File: src/rtl/pipeline_ctrl_fsm_pkg.sv
// Shared types and constants for the pipeline stall/flush controller:
// state encodings, counter widths, interrupt vector and the per-stage control bundle.
package pipeline_ctrl_fsm_pkg;

  localparam int unsigned CNT_W       = 4;
  localparam int unsigned STALL_CNT_W = 16;
  localparam int unsigned STATE_W     = 3;

  localparam logic [15:0] IRQ_VECTOR = 16'h0010;

  typedef enum logic [STATE_W-1:0] {
    ST_RUN    = 3'd0,
    ST_MWAIT  = 3'd1,
    ST_DRAIN  = 3'd2,
    ST_VECTOR = 3'd3,
    ST_HALTED = 3'd4
  } state_e;

  // Per-cycle pipeline control decode, MSB first: stalls, flushes, vector select, ack.
  typedef struct packed {
    logic stall_f;
    logic stall_d;
    logic stall_e;
    logic stall_m;
    logic flush_d;
    logic flush_e;
    logic pc_sel_vec;
    logic irq_ack;
  } ctrl_t;

endpackage

File: src/rtl/pipeline_ctrl_fsm_if.sv
// Hazard/memory request inputs and pipeline control outputs of the controller.
// master = hazard unit / memory side, slave = controller.
interface pipeline_ctrl_fsm_if
  import pipeline_ctrl_fsm_pkg::*;
#(
  parameter int unsigned PC_W = 16
);
  logic                   lw_hazard;
  logic                   branch_taken;
  logic                   mem_busy;
  logic                   halt_dec;
  logic                   resume;
  logic                   irq_req;
  logic                   irq_en;
  logic [PC_W-1:0]        pc_d;
  logic                   stallF;
  logic                   stallD;
  logic                   stallE;
  logic                   stallM;
  logic                   flushD;
  logic                   flushE;
  logic                   pc_sel_vec;
  logic                   irq_ack;
  logic [PC_W-1:0]        epc;
  logic [STALL_CNT_W-1:0] stall_cycles;

  modport master (
    output lw_hazard, branch_taken, mem_busy, halt_dec, resume, irq_req, irq_en, pc_d,
    input  stallF, stallD, stallE, stallM, flushD, flushE, pc_sel_vec, irq_ack, epc, stall_cycles
  );

  modport slave (
    input  lw_hazard, branch_taken, mem_busy, halt_dec, resume, irq_req, irq_en, pc_d,
    output stallF, stallD, stallE, stallM, flushD, flushE, pc_sel_vec, irq_ack, epc, stall_cycles
  );
endinterface

File: src/rtl/pipeline_ctrl_fsm_drain_counter.sv
// drain_counter: 4-bit load/hold/decrement counter with a zero flag,
// timing the front-end squash before interrupt vectoring.
module pipeline_ctrl_fsm_drain_counter
  import pipeline_ctrl_fsm_pkg::*;
(
  input  logic             clk,
  input  logic             reset,
  input  logic             load,
  input  logic [CNT_W-1:0] load_val,
  input  logic             dec,
  output logic             zero_c
);
  logic [CNT_W-1:0] cnt_q, cnt_d;

  always_comb begin
    cnt_d = cnt_q;
    if (load)                      cnt_d = load_val;
    else if (dec && cnt_q != '0)   cnt_d = cnt_q - CNT_W'(1);
  end

  always_ff @(posedge clk) begin
    if (reset) cnt_q <= '0;
    else       cnt_q <= cnt_d;
  end

  assign zero_c = (cnt_q == '0);
endmodule

File: src/rtl/pipeline_ctrl_fsm.sv
// Stall/flush sequencer for the 5-stage pipeline (Mealy control outputs).
// Define STALL_COUNTER_EN to build the saturating stallF-cycle performance counter.
module pipeline_ctrl_fsm
  import pipeline_ctrl_fsm_pkg::*;
#(
  parameter int unsigned DRAIN_CYCLES = 2,
  parameter int unsigned PC_W         = 16
)(
  input  logic              clk,
  input  logic              reset,
  pipeline_ctrl_fsm_if.slave bus
);
  state_e          state_q, state_d;
  logic [PC_W-1:0] epc_q, epc_d;
  ctrl_t           ctrl_c;
  logic            irq_c;
  logic            cnt_load_c, cnt_dec_c, cnt_zero_c;

  assign irq_c = bus.irq_req & bus.irq_en;

  pipeline_ctrl_fsm_drain_counter u_drain_counter (
    .clk      (clk),
    .reset    (reset),
    .load     (cnt_load_c),
    .load_val (CNT_W'(DRAIN_CYCLES - 1)),
    .dec      (cnt_dec_c),
    .zero_c   (cnt_zero_c)
  );

  // Next-state and per-stage control decode.
  always_comb begin
    state_d    = state_q;
    epc_d      = epc_q;
    ctrl_c     = '0;
    cnt_load_c = 1'b0;
    cnt_dec_c  = 1'b0;
    case (state_q)
      ST_RUN: begin
        if (bus.mem_busy) begin
          {ctrl_c.stall_f, ctrl_c.stall_d, ctrl_c.stall_e, ctrl_c.stall_m} = 4'hF;
          state_d = ST_MWAIT;
        end else if (irq_c) begin
          ctrl_c.stall_f = 1'b1;
          ctrl_c.flush_d = 1'b1;
          epc_d          = bus.pc_d;
          cnt_load_c     = 1'b1;
          state_d        = ST_DRAIN;
        end else if (bus.halt_dec) begin
          ctrl_c.stall_f = 1'b1;
          ctrl_c.stall_d = 1'b1;
          ctrl_c.flush_e = 1'b1;
          state_d        = ST_HALTED;
        end else if (bus.lw_hazard) begin
          // A concurrent taken branch is dropped here and re-seen next cycle.
          ctrl_c.stall_f = 1'b1;
          ctrl_c.stall_d = 1'b1;
          ctrl_c.flush_e = 1'b1;
        end else if (bus.branch_taken) begin
          ctrl_c.flush_d = 1'b1;
        end
      end
      ST_MWAIT: begin
        if (bus.mem_busy) {ctrl_c.stall_f, ctrl_c.stall_d, ctrl_c.stall_e, ctrl_c.stall_m} = 4'hF;
        else              state_d = ST_RUN;
      end
      ST_DRAIN: begin
        ctrl_c.stall_f = 1'b1;
        ctrl_c.flush_d = 1'b1;
        if (bus.mem_busy) begin
          {ctrl_c.stall_f, ctrl_c.stall_d, ctrl_c.stall_e, ctrl_c.stall_m} = 4'hF;
        end else if (cnt_zero_c) begin
          state_d = ST_VECTOR;
        end else begin
          cnt_dec_c = 1'b1;
        end
      end
      ST_VECTOR: begin
        ctrl_c.pc_sel_vec = 1'b1;
        ctrl_c.irq_ack    = 1'b1;
        ctrl_c.flush_d    = 1'b1;
        state_d           = ST_RUN;
      end
      ST_HALTED: begin
        ctrl_c.stall_f = 1'b1;
        ctrl_c.stall_d = 1'b1;
        ctrl_c.flush_e = 1'b1;
        if (irq_c) begin
          epc_d      = bus.pc_d;
          cnt_load_c = 1'b1;
          state_d    = ST_DRAIN;
        end else if (bus.resume) begin
          state_d = ST_RUN;
        end
      end
      default: state_d = ST_RUN;
    endcase
    // Reset cycle bubbles D and E and suppresses every other control.
    if (reset) begin
      ctrl_c         = '0;
      ctrl_c.flush_d = 1'b1;
      ctrl_c.flush_e = 1'b1;
      cnt_load_c     = 1'b0;
      cnt_dec_c      = 1'b0;
    end
  end

  always_ff @(posedge clk) begin
    if (reset) begin
      state_q <= ST_RUN;
      epc_q   <= '0;
    end else begin
      state_q <= state_d;
      epc_q   <= epc_d;
    end
  end

`ifdef STALL_COUNTER_EN
  logic [STALL_CNT_W-1:0] stall_cnt_q, stall_cnt_d;

  always_comb begin
    stall_cnt_d = stall_cnt_q;
    if (ctrl_c.stall_f && stall_cnt_q != '1) stall_cnt_d = stall_cnt_q + STALL_CNT_W'(1);
  end

  always_ff @(posedge clk) begin
    if (reset) stall_cnt_q <= '0;
    else       stall_cnt_q <= stall_cnt_d;
  end

  assign bus.stall_cycles = stall_cnt_q;
`else
  assign bus.stall_cycles = '0;
`endif

  assign bus.stallF     = ctrl_c.stall_f;
  assign bus.stallD     = ctrl_c.stall_d;
  assign bus.stallE     = ctrl_c.stall_e;
  assign bus.stallM     = ctrl_c.stall_m;
  assign bus.flushD     = ctrl_c.flush_d;
  assign bus.flushE     = ctrl_c.flush_e;
  assign bus.pc_sel_vec = ctrl_c.pc_sel_vec;
  assign bus.irq_ack    = ctrl_c.irq_ack;
  assign bus.epc        = epc_q;
endmodule

File: src/flat_wrapper.sv
// flat-port wrapper written by rule: the top's interface ports become plain ports
module pipeline_ctrl_fsm_flat import pipeline_ctrl_fsm_pkg::*;
#(
  parameter int unsigned DRAIN_CYCLES = 2,
  parameter int unsigned PC_W         = 16
)
  (clk, reset, bus_lw_hazard, bus_branch_taken, bus_mem_busy, bus_halt_dec, bus_resume, bus_irq_req, bus_irq_en, bus_pc_d, bus_stallF, bus_stallD, bus_stallE, bus_stallM, bus_flushD, bus_flushE, bus_pc_sel_vec, bus_irq_ack, bus_epc, bus_stall_cycles);
  pipeline_ctrl_fsm_if #(.PC_W(PC_W)) bus_i ();
  input  logic clk;
  input  logic reset;
  input wire logic [$bits(bus_i.lw_hazard)-1:0] bus_lw_hazard;
  input wire logic [$bits(bus_i.branch_taken)-1:0] bus_branch_taken;
  input wire logic [$bits(bus_i.mem_busy)-1:0] bus_mem_busy;
  input wire logic [$bits(bus_i.halt_dec)-1:0] bus_halt_dec;
  input wire logic [$bits(bus_i.resume)-1:0] bus_resume;
  input wire logic [$bits(bus_i.irq_req)-1:0] bus_irq_req;
  input wire logic [$bits(bus_i.irq_en)-1:0] bus_irq_en;
  input wire logic [$bits(bus_i.pc_d)-1:0] bus_pc_d;
  output wire logic [$bits(bus_i.stallF)-1:0] bus_stallF;
  output wire logic [$bits(bus_i.stallD)-1:0] bus_stallD;
  output wire logic [$bits(bus_i.stallE)-1:0] bus_stallE;
  output wire logic [$bits(bus_i.stallM)-1:0] bus_stallM;
  output wire logic [$bits(bus_i.flushD)-1:0] bus_flushD;
  output wire logic [$bits(bus_i.flushE)-1:0] bus_flushE;
  output wire logic [$bits(bus_i.pc_sel_vec)-1:0] bus_pc_sel_vec;
  output wire logic [$bits(bus_i.irq_ack)-1:0] bus_irq_ack;
  output wire logic [$bits(bus_i.epc)-1:0] bus_epc;
  output wire logic [$bits(bus_i.stall_cycles)-1:0] bus_stall_cycles;
  assign bus_i.lw_hazard = bus_lw_hazard;
  assign bus_i.branch_taken = bus_branch_taken;
  assign bus_i.mem_busy = bus_mem_busy;
  assign bus_i.halt_dec = bus_halt_dec;
  assign bus_i.resume = bus_resume;
  assign bus_i.irq_req = bus_irq_req;
  assign bus_i.irq_en = bus_irq_en;
  assign bus_i.pc_d = bus_pc_d;
  assign bus_stallF = bus_i.stallF;
  assign bus_stallD = bus_i.stallD;
  assign bus_stallE = bus_i.stallE;
  assign bus_stallM = bus_i.stallM;
  assign bus_flushD = bus_i.flushD;
  assign bus_flushE = bus_i.flushE;
  assign bus_pc_sel_vec = bus_i.pc_sel_vec;
  assign bus_irq_ack = bus_i.irq_ack;
  assign bus_epc = bus_i.epc;
  assign bus_stall_cycles = bus_i.stall_cycles;
  pipeline_ctrl_fsm #(.DRAIN_CYCLES(DRAIN_CYCLES), .PC_W(PC_W)) u_core (.clk(clk), .reset(reset), .bus(bus_i));
endmodule
File: config.mk
export PLATFORM = sky130hd
export DESIGN_NAME = pipeline_ctrl_fsm_flat
export DESIGN_NICKNAME = d
export VERILOG_FILES = /design/src/rtl/pipeline_ctrl_fsm_pkg.sv /design/src/rtl/pipeline_ctrl_fsm_if.sv /design/src/rtl/pipeline_ctrl_fsm_drain_counter.sv /design/src/rtl/pipeline_ctrl_fsm.sv /design/src/flat_wrapper.sv
export SDC_FILE = /design/constraint.sdc
export NUM_CORES = 1
export LEC_CHECK = 0
export CAP_MARGIN = 20
export CORE_ASPECT_RATIO = 0.9
export CORE_MARGIN = 2
export CORE_UTILIZATION = 32
export DETAILED_ROUTE_END_ITERATION = 10
export PLACE_DENSITY = 0.69
export SETUP_SLACK_MARGIN = 0.02
export SLEW_MARGIN = 20
export SYNTH_ARGS = -nofsm -noshare
export SYNTH_HDL_FRONTEND = slang
export SYNTH_HIERARCHICAL = 1
export SYNTH_SLANG_ARGS = --single-unit
File: constraint.sdc
create_clock -name clk -period 3.55 [get_ports clk]
set_clock_uncertainty 0.05 [all_clocks]
set_input_delay 0.71 -clock clk [delete_from_list [all_inputs] [get_ports clk]]
set_output_delay 0.71 -clock clk [all_outputs]
set_load 0.02 [all_outputs]
== Word-level counts from Yosys, hierarchy flattened ==
Index checks and enable logic that the tools add are counted.
Widths: inputs -> output; s select.

* $add $sub $neg: 1
* $mul: 0
* Divide/modulo/power cells: 0
* Order comparisons: 0
* Equality and inequality tests: 10
* Shifts and indexed selects: 0
* Muxes and demuxes: 44
* Bitwise operators: 1
* Reductions and logical operators: 10

{| class="wikitable"
|+ Operator list
! cell !! count
|-
| $mux 16 || 2
|-
| $pmux 16 s2 || 1
|-
| $mux 3 || 9
|-
| $mux 1 || 18
|-
| $mux 2 || 6
|-
| $pmux 3 s4 || 1
|-
| $mux 8 || 1
|-
| $pmux 2 s4 || 1
|-
| $eq 3x2->1 const B || 2
|-
| $ne 2x2->1 const B || 3
|-
| $pmux 1 s2 || 3
|-
| $pmux 2 s3 || 1
|-
| $reduce_and 5->1 || 1
|-
| $logic_not 4->1 || 1
|-
| $mux 4 || 1
|-
| $ne 4x3->1 const B || 1
|-
| $reduce_bool 2->1 || 2
|-
| $reduce_bool 4->1 || 1
|-
| $reduce_or 2->1 || 2
|-
| $sub 4x1->4 const B || 1
|-
| $eq 3x1->1 const B || 1
|-
| $eq 3x3->1 const B || 1
|-
| $logic_not 3->1 || 1
|-
| $ne 3x2->1 const B || 1
|-
| 4 further kinds || 4
|}

* Register bits: 23
* Bits in latches: 0
* RAM bits: 0
* ROM bits: 0
* Input bits: 25
* Logic and storage cells: 70
* Memories: 0

== Longest topological paths before layout ==
Gate-level depths: netlist of the first run.

* Depth after elaboration: 8
* Depth in mapped cells: 10

== By module ==
Netlist of the first run, hierarchy kept.

{| class="wikitable"
|+ By module, submodules not included
! module !! instances !! cells an instance !! area each (um^2) !! sequential area each (um^2)
|-
| pipeline_ctrl_fsm || 1 || 146 || 1,076.0 || 380.4
|-
| pipeline_ctrl_fsm_drain_counter || 1 || 29 || 262.8 || 80.1
|}

== Worst setup path before layout of the first run ==
Ideal clock, no wire load.

* Path type: reg2reg
* Start point: reg u_core.u_drain_counter.cnt_q[1]
* End point: reg u_core.u_drain_counter.cnt_q[3]
* Arrival time: 2,393 ps
* Setup slack: 981 ps
* Stages on the path, launching flop included: 11
* Path buffers: 0
* Period minus slack after synthesis: 2,569 ps
* Cell sequence: dfxtp_1 -> inv_1 -> ha_1 -> or3b_4 -> inv_1 -> nor2_1 -> nand2_1 -> nor4_1 -> nor4b_2 -> mux2i_1 -> a211oi_1

* Longest elaborated chain between the ends: 6

{| class="wikitable"
|+ RTL lines
! element !! RTL line !! source
|-
| start: declaration || pipeline_ctrl_fsm_drain_counter.sv:13 || <nowiki>logic [CNT_W-1:0] cnt_q, cnt_d;</nowiki>
|-
| start signal: assignment || pipeline_ctrl_fsm_drain_counter.sv:23 || <nowiki>else cnt_q <= cnt_d;</nowiki>
|-
| $logic_not 4->1 || pipeline_ctrl_fsm_drain_counter.sv:26 || <nowiki>assign zero_c = (cnt_q == '0);</nowiki>
|-
| via u_core.cnt_zero_c || pipeline_ctrl_fsm.sv:17 || <nowiki>logic cnt_load_c, cnt_dec_c, cnt_zero_c;</nowiki>
|-
| $mux 1 || pipeline_ctrl_fsm.sv:71 || <nowiki>end else if (cnt_zero_c) begin</nowiki>
|-
| $mux 1 || pipeline_ctrl_fsm.sv:69 || <nowiki>if (bus.mem_busy) begin</nowiki>
|-
| $mux 1 || pipeline_ctrl_fsm.sv:37 || <nowiki>case (state_q)</nowiki>
|-
| $mux 1 || pipeline_ctrl_fsm.sv:98 || <nowiki>if (reset) begin</nowiki>
|-
| via u_core.cnt_dec_c || pipeline_ctrl_fsm.sv:17 ||
|-
| $logic_and 1x1->1 || pipeline_ctrl_fsm_drain_counter.sv:18 || <nowiki>else if (dec && cnt_q != '0) cnt_d = cnt_q - CNT_W'(1);</nowiki>
|}

The timed path passes the listed nets, and every way through them passes these cells.
A chain may end at the register's enable or synchronous reset.

== Worst setup path after layout of the first run ==
* Start point: in bus_mem_busy
* End point: out bus_stallD

* Longest elaborated chain between the ends: 3

{| class="wikitable"
|+ RTL lines
! element !! RTL line !! source
|-
| start: declaration || flat_wrapper.sv:13 || <nowiki>input wire logic [$bits(bus_i.mem_busy)-1:0] bus_mem_busy;</nowiki>
|-
| $mux 3 (tied with other cells) || pipeline_ctrl_fsm.sv:69 ||
|-
| $pmux 2 s4 * || pipeline_ctrl_fsm.sv:37 ||
|-
| $mux 8 * || pipeline_ctrl_fsm.sv:98 ||
|-
| end: declaration || flat_wrapper.sv:20 || <nowiki>output wire logic [$bits(bus_i.stallD)-1:0] bus_stallD;</nowiki>
|}

Mark *: on every way between the ends. The rest lies on a longest branch, timed or not.

==> results of run 1 <==
-- area by class of cell --
| cell class | instances | area, sq um |
|---|---|---|
| Clock inverter | 1 | 5.005 |
| Fill cell | 418 | 2210 |
| Timing Repair Buffer | 52 | 510.5 |
| Sequential cell | 23 | 460.4 |
| Tap cell | 48 | 60.06 |
| Clock buffer | 3 | 41.29 |
| Inverter | 6 | 22.52 |
| Multi-Input combinational cell | 138 | 737.0 |
-- per-stage QoR --
| step | total power, mW | setup slack, ns |
|---|---|---|
| 3_3_place_gp | 0.4593 | 0.4256 |
| 6_report | 0.6111 | 0.4271 |
| 5_1_grt | 0.6504 | 0.3272 |
| 3_5_place_dp | 0.4595 | 0.4290 |
| 4_1_cts | 0.6195 | 0.4253 |
| 2_1_floorplan | 0.4058 | 0.9813 |
-- placed cells by master (no fill, tap or decap), types with 2 or more instances in the layout --
| cell type | Yosys | routed |
|---|---|---|
| clkdlybuf4s50_1 | 0 | 48 |
| nand2_1 | 42 | 42 |
| dfxtp_1 | 23 | 23 |
| conb_1 | 2 | 20 |
| a21oi_1 | 19 | 19 |
| nor2_1 | 13 | 13 |
| nor3_1 | 9 | 9 |
| inv_1 | 6 | 6 |
| o21ai_0 | 5 | 5 |
| buf_4 | 19 | 4 |
| clkbuf_8 | 0 | 3 |
| a21o_1 | 2 | 2 |
| a31oi_1 | 2 | 2 |
| mux2i_1 | 2 | 2 |
| a311oi_1 | 2 | 2 |
-- report_power, final --
part           total (mW)  internal [mW]  switching [mW]
Clock               0.158         0.0781          0.0803
Sequential          0.287          0.270          0.0173
Combinational       0.165         0.0774          0.0880
Total               0.611          0.426           0.186
-- cells by family after synthesis --
| logic type | after synthesis |
|---|---|
| fa+ha+maj | 1 |
| mux | 2 |
| flops | 23 |
| simple gates | 78 |
| other cells | 2 |
| compound gates | 37 |
| buf+inv | 32 |
-- flip-flops by register name, summed over array words and instances (netlist names) --
name / count
u_core/bus.epc: 16
u_core/u_drain_counter/cnt_q: 4
u_core/state_q: 3
-- layer usage --
| layer | vias to the layer above | part of all wire [%] | GRT usage (%) |
|---|---|---|---|
| met5 | - | 0 | 0 |
| met4 | 0 | 0.27 | 2.123 |
| met3 | 2 | 8.5 | 4.601 |
| met2 | 42 | 47 | 19.04 |
| met1 | 570 | 44 | 17.07 |
| li1 | 647 | - | - |
-- final timing paths --
kind                                                  end                                          from  cells past startpoint
max                                            bus_stallD                                  bus_mem_busy                      5
min reg2reg                u_core/bus.epc[2]$_SDFFE_PP0P_                u_core/bus.epc[2]$_SDFFE_PP0P_                      2
min                        u_core/bus.epc[2]$_SDFFE_PP0P_                u_core/bus.epc[2]$_SDFFE_PP0P_                      2
max reg2reg  u_core/u_drain_counter/cnt_q[3]$_SDFFE_PP0P_  u_core/u_drain_counter/cnt_q[1]$_SDFFE_PP0P_                     11
-- worst reg2reg max path: cells and delay by family, from the launching register on --
family,cells,cell delay (ns)
flip-flops,1,0.35
adder cells (fa/ha/maj),1,0.23
multiplexers,1,0.11
AND/OR/NAND/NOR,5,0.89
buffers and inverters,3,0.36
AO/OA/AOI/OAI,1,0.22
==> run_results.csv, run 1 <==
group,metric,value,unit
min_path,holdCritPathClass,"reg2reg",
cells_and_area,synthToLayoutAreaGrowth,37.20,%
synth,syn_area,1339,sq um
sta,hold_viol_final,0,
floorplanning,die_height,65.36,um
worst_setup_path,crit_required,2.79,ns
power_and_ir_drop,power.leakage,0.6827,nW
worst_setup_path,path_buf_inv,2,
synth,synth-seq-cells,23,
grt,grt_pass1_vias,1012,
clock_tree,holdBufCountCts,0,
sta,slew_violations,0,
synth,synthAdderAreaFrac,0.9346,%
sta,slew_headroom,43.26,%
sta,fmax,0.3202,GHz
worst_setup_path,r2r_setup_slack,1.28,ns
grt,antenna_found_initial,0,
synth,yosysSeqAreaShare,34.39,%
worst_setup_path,path_max_fanout,2,
placement,port_buffers,48,
clock_tree,cts.sink_count,23,
synth,synthTopCellsByArea,"dfxtp_1, nand2_1, buf_4",
drt,drc,0,
worst_setup_path,crit_top_cell,"clkdlybuf4s50_1",
clock_tree,cts_tree,"done",
synth,synth.area.mux_share,1.495,%
floorplanning,die_area,4718,sq um
drt,vias,1261,
synth,syn_inst,175,
clock_tree,cts_buffer_depth,2,
drt,wire_per_inst,10.98,um
power_and_ir_drop,vdd_ir_drop_max,165.4,uV
drt,drt_wl_total,2.975,mm
grt,grt_max_degree,24,
floorplanning,die_w,72.18,um
worst_setup_path,worstPathArrival,2.36,ns
placement,placed_area,1790,sq um
drt,drt-initial-drc-count,20,
synth,syn_area_per_cell,7.650,sq um
cells_and_area,layout.cells.non_filler,271,
synth,synth_compound_area_share,18.32,%
clock_tree,clk_latency,0.26,ns
sta,setup_viol,0,
drt,drt_pre_antenna_iters,4,
placement,dp_hpwl,2.274,mm
grt,grt.overflow.total,0,
grt,grtUsageTotal,12.50,%
floorplanning,rows,22,
worst_setup_path,crit_type,"in2out",
sta,hold_ws,0.4050,ns
drt,viasPerCell,4.653,
placement,gp_congestion,0.8229,
floorplanning,pin_count,65,
synth,yosysTopAreaCell,"dfxtp_1",
floorplanning,coreArea,4046,sq um
cells_and_area,diodes,0,
worst_setup_path,cp_top_family,"buffers and inverters",
synth,synth_top_family_by_area,"simple AND/OR/NAND/NOR gates",
sta,final.period_utilization,87.97,%
cells_and_area,nNetsFinal,250,
worst_setup_path,path_cells,"clkdlybuf4s50_1 > nand2_1 > or2_2 > a21oi_1 > clkdlybuf4s50_1",
synth,synth_warnings,6,
synth,synth.distinct_cells,38,
sta,setup_tns,0,ns
clock_tree,root_buffer,"clkbuf_8",
grt,grt_pass1_wl,4.685,mm
synth,synth_xor_area_share,0,%
worst_setup_path,crit_path_end_kind,"output port",
floorplanning,initial_core_util,33.09,%
power_and_ir_drop,p_per_area,332.7,nW/um^2
synth,async_flop_share,0,%
synth,ys.flop_type,"dfxtp_1",
job,max_cap_viol_count,0,
worst_setup_path,cpMaxStageDelayCell,"clkdlybuf4s50_1",
cells_and_area,fin_util,45.39,%
sta,worst_slew_pin_slew,0.8448,ns
cells_and_area,final_area,1837,sq um
synth,yosys-top-cells-count,"nand2_1, dfxtp_1, a21oi_1, buf_4, nor2_1",
cells_and_area,layout-drive-gt1-share,7.175,%
synth,synth_edf_count,0,
clock_tree,htree_levels,1,
synth,yosys.area_share.simple,28.69,%
synth,post-synth-top-count-cell,"nand2_1",
synth,yosysTopAreaCellShare,34.39,%
status,outcome,"finished clean",
clock_tree,ctsResizeCount,0,
clock_tree,cts.clk_slew.worst_paths,0.08,ns
clock_tree,post-cts-setup-buffers,0,
sta,layout_min_cycle_time,3.123,ns
worst_setup_path,cpPeakStageDelay,0.64,ns
drt,final_antenna_net_count,0,
placement,dp.cells,267,
worst_setup_path,start_kind,"input port",
sta,rsz0062_at_grt,"false",
clock_tree,cts_buffers,3,
No activity file was read; power rests on OpenSTA's default activity.
==> run 2, diff against run 1 <==
- CORE_ASPECT_RATIO: 0.9 -> not set
==> run 2 against run 1 <==
Critical endpoint is now bus_stallF. Via count hardly changed. Global-route usage is 0.95 points higher. Largest power group unchanged. Routed wire length increased by 3.0%.
==> run_results.csv, run 2 (synthesized netlist as in run 1, its figures left out) <==
group,metric,value,unit
status,outcome,"finished clean",
sta,rsz0062_at_grt,"false",
grt,antenna_found_initial,0,
floorplanning,die_height,68.68,um
cells_and_area,layout_common_cells,"clkdlybuf4s50_1, nand2_1, dfxtp_1, conb_1, a21oi_1",
power_and_ir_drop,power.leakage,0.6827,nW
worst_setup_path,crit_required,2.79,ns
sta,final.period_utilization,88.66,%
drt,viasPerCell,4.615,
floorplanning,pin_count,65,
clock_tree,holdBufCountCts,0,
sta,layout_min_cycle_time,3.147,ns
clock_tree,cts.clk_slew.worst_paths,0.08,ns
clock_tree,cts_tree,"done",
drt,drt-initial-drc-count,53,
power_and_ir_drop,seqPwrFrac,46.6,%
floorplanning,rows,23,
placement,pre_cts_ws,0.4137,ns
drt,wire_per_inst,11.22,um
worst_setup_path,r2r_end,"u_core/u_drain_counter/cnt_q[3]$_SDFFE_PP0P_",
worst_setup_path,path_buf_inv,3,
cells_and_area,layout-drive-gt1-share,7.175,%
drt,vias,1260,
min_path,worstHoldStart,"u_core/bus.epc[8]$_SDFFE_PP0P_",
power_and_ir_drop,p_clk_share,26.3,%
min_path,min_to,"u_core/bus.epc[8]$_SDFFE_PP0P_",
power_and_ir_drop,p_int,0.4256,mW
clock_tree,clk_latency,0.26,ns
drt,drt_pre_antenna_iters,4,
sta,setup_ws,0.4027,ns
worst_setup_path,path_max_fanout,9,
grt,grt_max_degree,22,
placement,dp_hpwl,2.298,mm
clock_tree,cts_buffers,3,
clock_tree,htree_levels,1,
cells_and_area,diodes,0,
placement,gp_congestion,0.8334,
worst_setup_path,cp_top_family,"buffers and inverters",
floorplanning,coreArea,4000,sq um
grt,grtUsageTotal,13.45,%
placement,dp.cells,269,
grt,grt_pass1_wl,4.912,mm
sta,setup_tns,0,ns
clock_tree,ctsResizeCount,0,
min_path,hold_depth,2,
clock_tree,cts.sink_count,23,
cells_and_area,layout_commonest_cell,"clkdlybuf4s50_1",
worst_setup_path,path_cells,"clkdlybuf4s50_1 > buf_4 > nor2b_4 > o311a_1 > clkdlybuf4s50_1",
cells_and_area,largest_reg_flops,16,
worst_setup_path,crit_type,"in2out",
drt,drt_wl_total,3.063,mm
power_and_ir_drop,vdd_ir_drop_max,126.7,uV
clock_tree,root_buffer,"clkbuf_8",
power_and_ir_drop,combPwrFrac,27.1,%
worst_setup_path,cpPeakStageDelay,0.60,ns
grt,grt.overflow.total,0,
cells_and_area,synthToLayoutAreaGrowth,37.38,%
cells_and_area,layout.cells.non_filler,273,
floorplanning,die_w,68.68,um
worst_setup_path,start_kind,"input port",
min_path,holdCritPathClass,"reg2reg",
floorplanning,initial_core_util,33.47,%
clock_tree,cts_buffer_depth,2,
worst_setup_path,crit_top_cell,"clkdlybuf4s50_1",
worst_setup_path,worstPathArrival,2.39,ns
sta,slew_headroom,42.84,%
power_and_ir_drop,p_sw,0.1898,mW
clock_tree,post-cts-setup-buffers,0,
worst_setup_path,cpMaxStageDelayCell,"clkdlybuf4s50_1",
sta,slew_violations,0,
drt,drc,0,
sta,setup_viol,0,
sta,fmax,0.3177,GHz
drt,final_antenna_net_count,0,
worst_setup_path,r2r_start,"u_core/u_drain_counter/cnt_q[1]$_SDFFE_PP0P_",
job,max_cap_viol_count,0,
sta,worst_slew_pin_slew,0.8510,ns
cells_and_area,nNetsFinal,250,
worst_setup_path,crit_path_end_kind,"output port",
cells_and_area,fin_util,45.98,%
floorplanning,die_area,4717,sq um
grt,grt_pass1_vias,1117,
worst_setup_path,rr_worst_depth,11,
power_and_ir_drop,sw_frac_of_total,30.84,%
power_and_ir_drop,p_per_area,334.6,nW/um^2
worst_setup_path,r2r_setup_slack,1.24,ns
sta,hold_viol_final,0,
cells_and_area,nFillCells,419,
placement,port_buffers,48,
[run 2: worst max path at each step]
stage | from | endpoint | depth (start not counted) | slack (ns)
2_1_floorplan | u_core/u_drain_counter/cnt_q[1]$_SDFFE_PP0P_ | u_core/u_drain_counter/cnt_q[3]$_SDFFE_PP0P_ | 10 | 0.98
3_3_place_gp | bus_mem_busy | bus_stallF | 5 | 0.40
3_5_place_dp | bus_mem_busy | bus_stallF | 5 | 0.41
4_1_cts | bus_mem_busy | bus_stallF | 5 | 0.40
5_1_grt | bus_irq_req | bus_flushE | 6 | 0.34
6_report | bus_mem_busy | bus_stallF | 5 | 0.40
[run 2: power by group through the flow]
stage / clock (mW) / combinational, mW / sequential (mW)
floorplan: 0 / 0.112 / 0.294
global placement: 0 / 0.165 / 0.293
detailed placement: 0 / 0.166 / 0.293
CTS: 0.168 / 0.167 / 0.287
global route: 0.180 / 0.183 / 0.290
finish: 0.162 / 0.167 / 0.287
[run 2: stage by stage]
step | area (sq um) | hold WS [ns] | power, mW
6_report | 1839 | 0.4044 | 0.6155
5_1_grt | 1839 | 0.4286 | 0.6524
3_5_place_dp | 1793 | 0.3965 | 0.4593
4_1_cts | 1839 | 0.4090 | 0.6213
3_3_place_gp | 1793 | 0.3920 | 0.4579
2_1_floorplan | 1406 | 0.4344 | 0.4058
[run 2: final cells by class]
type	instances	area [sq um]	share of cell area, %
clock buffer	3	41.29	2.245
multi-input combinational	138	737.0	40.07
clock inverter	1	5.005	0.2721
inverter	6	22.52	1.224
tap	50	62.56	3.401
timing repair buffer	52	510.5	27.76
sequential	23	460.4	25.03
[run 2: routing by layer]
metal  up-vias  global-route usage, %  wire, um
met5         -                      0         0
met4         0                  3.000         8
met3         2                  2.760       233
met2        41                  23.44      1435
met1       570                  16.95      1386
li1        647                      -         -
[run 2: worst register-to-register path: stages, from the launching register on]
cell	delay (ns)
dfxtp_1	0.36
inv_1	0.09
ha_1	0.22
or3b_4	0.29
inv_1	0.06
nor2_1	0.08
nand2_1	0.08
nor4_1	0.21
buf_4	0.21
nor4b_2	0.23
mux2i_1	0.11
a211oi_1	0.24
==> run 3, diff against run 2 <==
- CORE_MARGIN: 2 -> not set
==> run 3 against run 2 <==
First-iteration DRC count shrank 47%. Critical endpoint is now bus_flushD. Critical path type unchanged. Final area is the same. Maximum frequency grew 0.84%.
==> run_results.csv, run 3 (synthesized netlist as in run 1, its figures left out) <==
group,metric,value,unit
drt,drc,0,
worst_setup_path,r2r_end,"u_core/u_drain_counter/cnt_q[3]$_SDFFE_PP0P_",
clock_tree,root_buffer,"clkbuf_8",
worst_setup_path,path_max_fanout,4,
placement,port_buffers,48,
floorplanning,pin_count,65,
grt,grt_pass1_wl,4.712,mm
power_and_ir_drop,power.leakage,0.6827,nW
cells_and_area,diodes,0,
grt,antenna_found_initial,0,
cells_and_area,nNetsFinal,250,
clock_tree,holdBufCountCts,0,
sta,final.period_utilization,87.92,%
sta,slew_headroom,43.15,%
sta,setup_viol,0,
clock_tree,htree_levels,1,
floorplanning,rows,23,
cells_and_area,layout_common_cells,"clkdlybuf4s50_1, nand2_1, dfxtp_1, conb_1, a21oi_1",
worst_setup_path,crit_type,"in2out",
grt,grt_pass1_vias,1072,
sta,rsz0062_at_grt,"false",
worst_setup_path,r2r_start,"u_core/u_drain_counter/cnt_q[1]$_SDFFE_PP0P_",
sta,setup_tns,0,ns
worst_setup_path,path_buf_inv,2,
drt,drt_wl_total,2.942,mm
sta,fmax,0.3204,GHz
drt,drt_pre_antenna_iters,4,
sta,slew_violations,0,
min_path,hold_depth,2,
worst_setup_path,path_cells,"clkdlybuf4s50_1 > nor2_1 > a21o_1 > a21oi_1 > o21ai_0 > clkdlybuf4s50_1",
worst_setup_path,rr_worst_depth,11,
floorplanning,coreArea,4000,sq um
drt,wire_per_inst,10.78,um
clock_tree,cts.sink_count,23,
worst_setup_path,cp_top_family,"buffers and inverters",
cells_and_area,largest_reg_flops,16,
worst_setup_path,cp-startpoint,"bus_halt_dec",
worst_setup_path,cp_num_cells,6,
worst_setup_path,worstPathArrival,2.36,ns
min_path,holdCritPathClass,"reg2reg",
clock_tree,cts_buffer_depth,2,
clock_tree,cts_tree,"done",
drt,viasPerCell,4.615,
floorplanning,initial_core_util,33.47,%
cells_and_area,layout-drive-gt1-share,7.175,%
placement,gp_congestion,0.8094,
grt,grtUsageTotal,13.56,%
floorplanning,die_w,66.68,um
floorplanning,die_height,66.68,um
worst_setup_path,start_kind,"input port",
cells_and_area,synthToLayoutAreaGrowth,37.38,%
job,max_cap_viol_count,0,
floorplanning,die_area,4446,sq um
sta,worst_slew_pin_slew,0.8464,ns
drt,drt-initial-drc-count,28,
clock_tree,clk_latency,0.26,ns
worst_setup_path,crit_path_end_kind,"output port",
drt,vias,1260,
sta,hold_viol_final,0,
drt,final_antenna_net_count,0,
worst_setup_path,crit_required,2.79,ns
clock_tree,ctsResizeCount,0,
status,outcome,"finished clean",
power_and_ir_drop,p_per_area,332.6,nW/um^2
sta,layout_min_cycle_time,3.121,ns
clock_tree,cts_buffers,3,
worst_setup_path,r2r_setup_slack,1.28,ns
clock_tree,cts.clk_slew.worst_paths,0.08,ns
cells_and_area,layout_commonest_cell,"clkdlybuf4s50_1",
clock_tree,post-cts-setup-buffers,0,
grt,grt.overflow.total,0,
worst_setup_path,crit_top_cell,"clkdlybuf4s50_1",
grt,grt_max_degree,24,
worst_setup_path,cpMaxStageDelayCell,"clkdlybuf4s50_1",
worst_setup_path,crit_end,"bus_flushD",
cells_and_area,fin_util,45.98,%
worst_setup_path,cpPeakStageDelay,0.62,ns
power_and_ir_drop,vdd_ir_drop_max,121.0,uV
placement,dp_hpwl,2.167,mm
-- run 3: worst min-delay path by stage --
stage / from / to / slack (ns)
2_1_floorplan: u_core/u_drain_counter/cnt_q[2]$_SDFFE_PP0P_ / u_core/u_drain_counter/cnt_q[2]$_SDFFE_PP0P_ / 0.43
6_report: u_core/bus.epc[8]$_SDFFE_PP0P_ / u_core/bus.epc[8]$_SDFFE_PP0P_ / 0.41
3_3_place_gp: u_core/bus.epc[8]$_SDFFE_PP0P_ / u_core/bus.epc[8]$_SDFFE_PP0P_ / 0.39
5_1_grt: u_core/bus.epc[7]$_SDFFE_PP0P_ / u_core/bus.epc[7]$_SDFFE_PP0P_ / 0.42
3_5_place_dp: u_core/bus.epc[12]$_SDFFE_PP0P_ / u_core/bus.epc[12]$_SDFFE_PP0P_ / 0.40
4_1_cts: u_core/bus.epc[12]$_SDFFE_PP0P_ / u_core/bus.epc[12]$_SDFFE_PP0P_ / 0.41
-- run 3: through the flow --
stage	power, mW	hold slack (ns)	setup WS [ns]	area [sq um]	instances
finish	0.6118	0.4050	0.4288	1839	273
global route	0.6494	0.4236	0.3326	1839	273
CTS	0.6198	0.4077	0.4272	1839	273
detailed placement	0.4591	0.3961	0.4277	1793	269
global placement	0.4585	0.3913	0.3980	1793	269
floorplan	0.4058	0.4344	0.9813	1406	193
-- run 3: area by class of cell --
class                      instances  area, sq um
inverter                           6        22.52
clock inverter                     1        5.005
tap                               50        62.56
clock buffer                       3        41.29
timing repair buffer              52        510.5
fill                             416         2161
sequential                        23        460.4
multi-input combinational        138        737.0
-- run 3: per-layer routing --
layer / up-vias / share of wire, % / routed length [um] / global-route usage [%]
met5: - / 0 / 0 / 0
met4: 0 / 0.27 / 8 / 3.191
met3: 2 / 5.9 / 175 / 2.568
met2: 41 / 44 / 1299 / 21.72
met1: 573 / 50 / 1458 / 18.52
li1: 644 / - / - / -
-- run 3: tightest hold or removal path, delay by kind of cell (launching register included) --
kind	cells	cell delay, ns
flip-flops	1	0.31
AND/OR/NAND/NOR	1	0.05
AO/OA/AOI/OAI	1	0.05
-- run 3: power breakdown --
group	leakage (nW)	total [mW]	internal (mW)	switching, mW
clock network	0.0255	0.159	0.0781	0.0805
registers	0.187	0.287	0.270	0.0173
logic	0.470	0.166	0.0774	0.0885
==> edit 1, RTL diff (flow settings as in run 3) <==
Add a define of `STALL_COUNTER_EN`.
--- a/src/rtl/pipeline_ctrl_fsm.sv
+++ b/src/rtl/pipeline_ctrl_fsm.sv
@@ -1,5 +1,7 @@
 // Stall/flush sequencer for the 5-stage pipeline (Mealy control outputs).
 // Define STALL_COUNTER_EN to build the saturating stallF-cycle performance counter.
+`define STALL_COUNTER_EN
+
 module pipeline_ctrl_fsm
   import pipeline_ctrl_fsm_pkg::*;
 #(
Check against the original RTL: not equivalent (Yosys sat finds a counterexample within 4 cycles, from zero or initial values and one cycle with reset high).
==> edit 1 against run 3 <==
- via count up 56%
- critical endpoint is now bus_stallD
- combinational power is 5% lower
- wire length grew 67%
- synthesized area is 49% higher
- setup slack worse by 210 ps
- sequential cell count rose by 16
- largest cell class unchanged
- total power increased by 50%
- cell area rose by 50%
- utilization barely moved
==> edit 1: results (changes against run 3) <==
mux share of post-synthesis cell area 0.0163 (was 0.0150); Post-synth top cells 44 x nand2_1, 39 x dfxtp_1, 36 x a21oi_1, 13 x nor2_1, 10 x or4_1 (was 42 x nand2_1, 23 x dfxtp_1, 19 x a21oi_1, 19 x buf_4, 13 x nor2_1); Nets 334 (was 250); vias per cell 5.14 (was 4.62); R2R Path Start u_core/bus.stall_cycles[0]$_SDFFE_PP0P_ (was u_core/u_drain_counter/cnt_q[1]$_SDFFE_PP0P_); post-synthesis sequential area ratio 0.390 (was 0.344); H-Tree Depth 2 (was 1); Clock Latency Late Sink 300 ps (was 260 ps); status finished, final reports clean (unchanged); dpl cell area 0.00267 sq mm (was 0.00179 sq mm); gpl congestion 0.760 (was 0.809); LEAKAGE 0.000894 uW (was 0.000683 uW); compound-cell area share of the yosys netlist 0.205 (was 0.183); RR Endpoint u_core/bus.stall_cycles[13]$_SDFFE_PP0P_ (was u_core/u_drain_counter/cnt_q[3]$_SDFFE_PP0P_); final WL 4900 microns (was 2940 microns); Yosys cell types 43 (was 38); Reg2Reg Depth 6 (was 11); ranking of synthesized cells by area dfxtp_1 39%, a21oi_1 9.0%, nand2_1 8.3% (was dfxtp_1 34%, nand2_1 12%, buf_4 11%); Min-Delay Endpoint u_core/bus.epc[10]$_SDFFE_PP0P_ (was u_core/bus.epc[8]$_SDFFE_PP0P_); Fill cells 583 (was 416); Peak VDD IR 210 uV (was 121 uV); global-route wire length before repair 8440 microns (was 4710 microns); worst-path fanout max 7 (was 4); layout cells sized above 1 0.0747 (was 0.0717); IO buf count 64 (was 48); Net Sw Frac 0.274 (was 0.304); drt initial violations 49 (was 28); post-synthesis adder-cell area fraction 0.0125 (was 0.00935); hold path start u_core/bus.epc[10]$_SDFFE_PP0P_ (was u_core/bus.epc[8]$_SDFFE_PP0P_)
edit 1: changes by cell type after synthesis, moves of 5 or more:
cell and change:
nand3_1 +5, o31ai_1 +9, nor3_1 -6, buf_4 -15
a21oi_1 +17, nand4_1 +8, dfxtp_1 +16, or4_1 +10
edit 1: worst max path at each step:
stage	from	to	slack, ps	cells past startpoint
after floorplan	reset	u_core/u_drain_counter/cnt_q[3]$_SDFFE_PP0P_	880	6
after global placement	bus_mem_busy	bus_stallD	280	5
after detailed placement	bus_mem_busy	bus_stallD	240	5
after CTS	bus_mem_busy	bus_stallD	220	5
after global routing	bus_mem_busy	bus_stallD	80	5
final	bus_mem_busy	bus_stallD	220	5
edit 1: cells by family (layout without fill, tap and decap cells):
group / Yosys count / count (layout)
compound gates: 64 / 64
fa+ha+maj: 2 / 2
buf+inv: 27 / 86
flops: 39 / 39
mux: 3 / 3
other cells: 2 / 4
simple gates: 110 / 110
edit 1: final cells by class:
class | count | area share
Sequential cell | 39 | 0.284
Timing Repair Buffer | 70 | 0.247
Clock inverter | 1 | 0.00182
Multi-Input combinational cell | 183 | 0.395
Tap cell | 75 | 0.0341
Clock buffer | 7 | 0.0277
Inverter | 8 | 0.0109
edit 1: layer usage:
metal / part of all wire / GRT usage / vias to the layer above / wire (microns)
met5: 0 / 0 / - / 0
met4: 0.018 / 0.0750 / 0 / 86
met3: 0.086 / 0.0618 / 6 / 419
met2: 0.44 / 0.255 / 63 / 2180
met1: 0.45 / 0.205 / 892 / 2220
li1: - / - / 1009 / -
edit 1: power by group through the flow:
stage	Combinational (uW)	Clock [uW]	Sequential (uW)
after detailed placement	158	0	476
after floorplan	81.6	0	482
after CTS	159	304	466
final	158	292	466
after global routing	174	321	469
after global placement	157	0	476
edit 1: per-stage QoR:
| stage | hold WS [ps] | setup slack, ps | power (uW) | cells |
|---|---|---|---|---|
| floorplan | 434 | 884 | 564 | 249 |
| global placement | 390 | 277 | 632 | 375 |
| detailed placement | 398 | 240 | 634 | 375 |
| CTS | 407 | 220 | 929 | 383 |
| global route | 433 | 78.8 | 964 | 383 |
| finish | 404 | 224 | 916 | 383 |
edit 1: worst max-delay path, delay by kind of cell:
kind                   cells  cell delay [ps]
buffers and inverters      2             1210
and+or+nand+nor            2              490
AOI/OAI and AO/OA          1              170
==> edit 2, RTL diff (flow settings as in run 3) <==
Made on the original files. The 5 states of `state_e` get a Gray code encoding in 3 bits.
--- a/src/rtl/pipeline_ctrl_fsm_pkg.sv
+++ b/src/rtl/pipeline_ctrl_fsm_pkg.sv
@@ -8,12 +8,12 @@
 
   localparam logic [15:0] IRQ_VECTOR = 16'h0010;
 
-  typedef enum logic [STATE_W-1:0] {
-    ST_RUN    = 3'd0,
-    ST_MWAIT  = 3'd1,
-    ST_DRAIN  = 3'd2,
-    ST_VECTOR = 3'd3,
-    ST_HALTED = 3'd4
+  typedef enum logic [2:0] {
+    ST_RUN    = 3'b000,
+    ST_MWAIT  = 3'b001,
+    ST_DRAIN  = 3'b011,
+    ST_VECTOR = 3'b010,
+    ST_HALTED = 3'b110
   } state_e;
 
   // Per-cycle pipeline control decode, MSB first: stalls, flushes, vector select, ack.
Function: same outputs for any inputs over 10 cycles, from zero or initial values and one cycle with reset high; not proved beyond that.
==> edit 2 against run 3 <==
- total power decreased by 1.8%
- wire length down 11%
- synthesized cell count is 11% lower
- cell area increased by 1.6%
- sequential share of layout area down 0.39 points
- global-route usage down 1.3 points
- sequential cell count did not move
- sequential power shrank 2%
- synthesized area is 2.3% higher
- setup slack lost 160 ps
==> edit 2: results (changes against run 3) <==
per-cell routed wire length 10.4 microns (was 10.8 microns); Syn Area/Cell 8.84 sq um (was 7.65 sq um); post-synthesis sequential area ratio 0.336 (was 0.344); status finished, final reports clean (unchanged); total power 601 uW (was 612 uW); largest net degree at the start of global routing 22 (was 24); Nets 229 (was 250); vias in the first global route 994 (was 1072); layout cells sized above 1 0.0693 (was 0.0717); crit path DAT 2530 ps (was 2360 ps); GR Util All Layers 0.122 (was 0.136); final worst path period share 0.926 (was 0.879); Worst R2R Setup Slack 1190 ps (was 1280 ps); drt initial violations 53 (was 28); Comb power 159 uW (was 166 uW); ranking of synthesized cells by area dfxtp_1 34%, mux2i_1 12%, buf_4 10% (was dfxtp_1 34%, nand2_1 12%, buf_4 11%); Slowest Stage Delay on Critical Path 650 ps (was 620 ps); Yosys cell types 43 (was 38); DP Worst Slack 270 ps (was 428 ps); Peak VDD IR 221 uV (was 121 uV); gpl congestion 0.783 (was 0.809); Critical Path Sink bus_stallD (was bus_flushD); DR vias 1152 (was 1260); Net Sw Frac 0.289 (was 0.304); Die Wd 67.4 microns (was 66.7 microns); dpl hpwl 1880 microns (was 2170 microns); Non-Filler Instances 252 (was 273); final hold slack 446 ps (was 405 ps)
[edit 2: cell types whose count changed after synthesis, sizes merged, moves of 3 or more]
cell          run 3  this run
a21oi            19         7
mux2i             2        17
nand2            42         7
nor2             14        24
nor3              9         3
o21ai             5         2
[edit 2: area by class of cell]
cell class                 instances  area [sq um]
inverter                           5          18.8
clock buffer                       4          45.0
timing repair buffer              52           510
sequential                        23           460
fill                             405          2190
tap                               50          62.6
multi-input combinational        118           771
[edit 2: metal layers]
metal / share of wire / global-route usage
met4: 0.013 / 0.0479
met5: 0 / 0
met1: 0.48 / 0.160
met2: 0.44 / 0.190
met3: 0.072 / 0.0321
[edit 2: kinds of logic after synthesis]
kind of cell               after synthesis  share of synthesized area
AOI/OAI and AO/OA                       27                      0.156
adders and majority gates                1                    0.00913
buffers and inverters                   32                      0.153
DFF                                     23                      0.336
muxes                                   18                      0.132
other                                    2                    0.00548
and+or+nand+nor                         52                      0.207
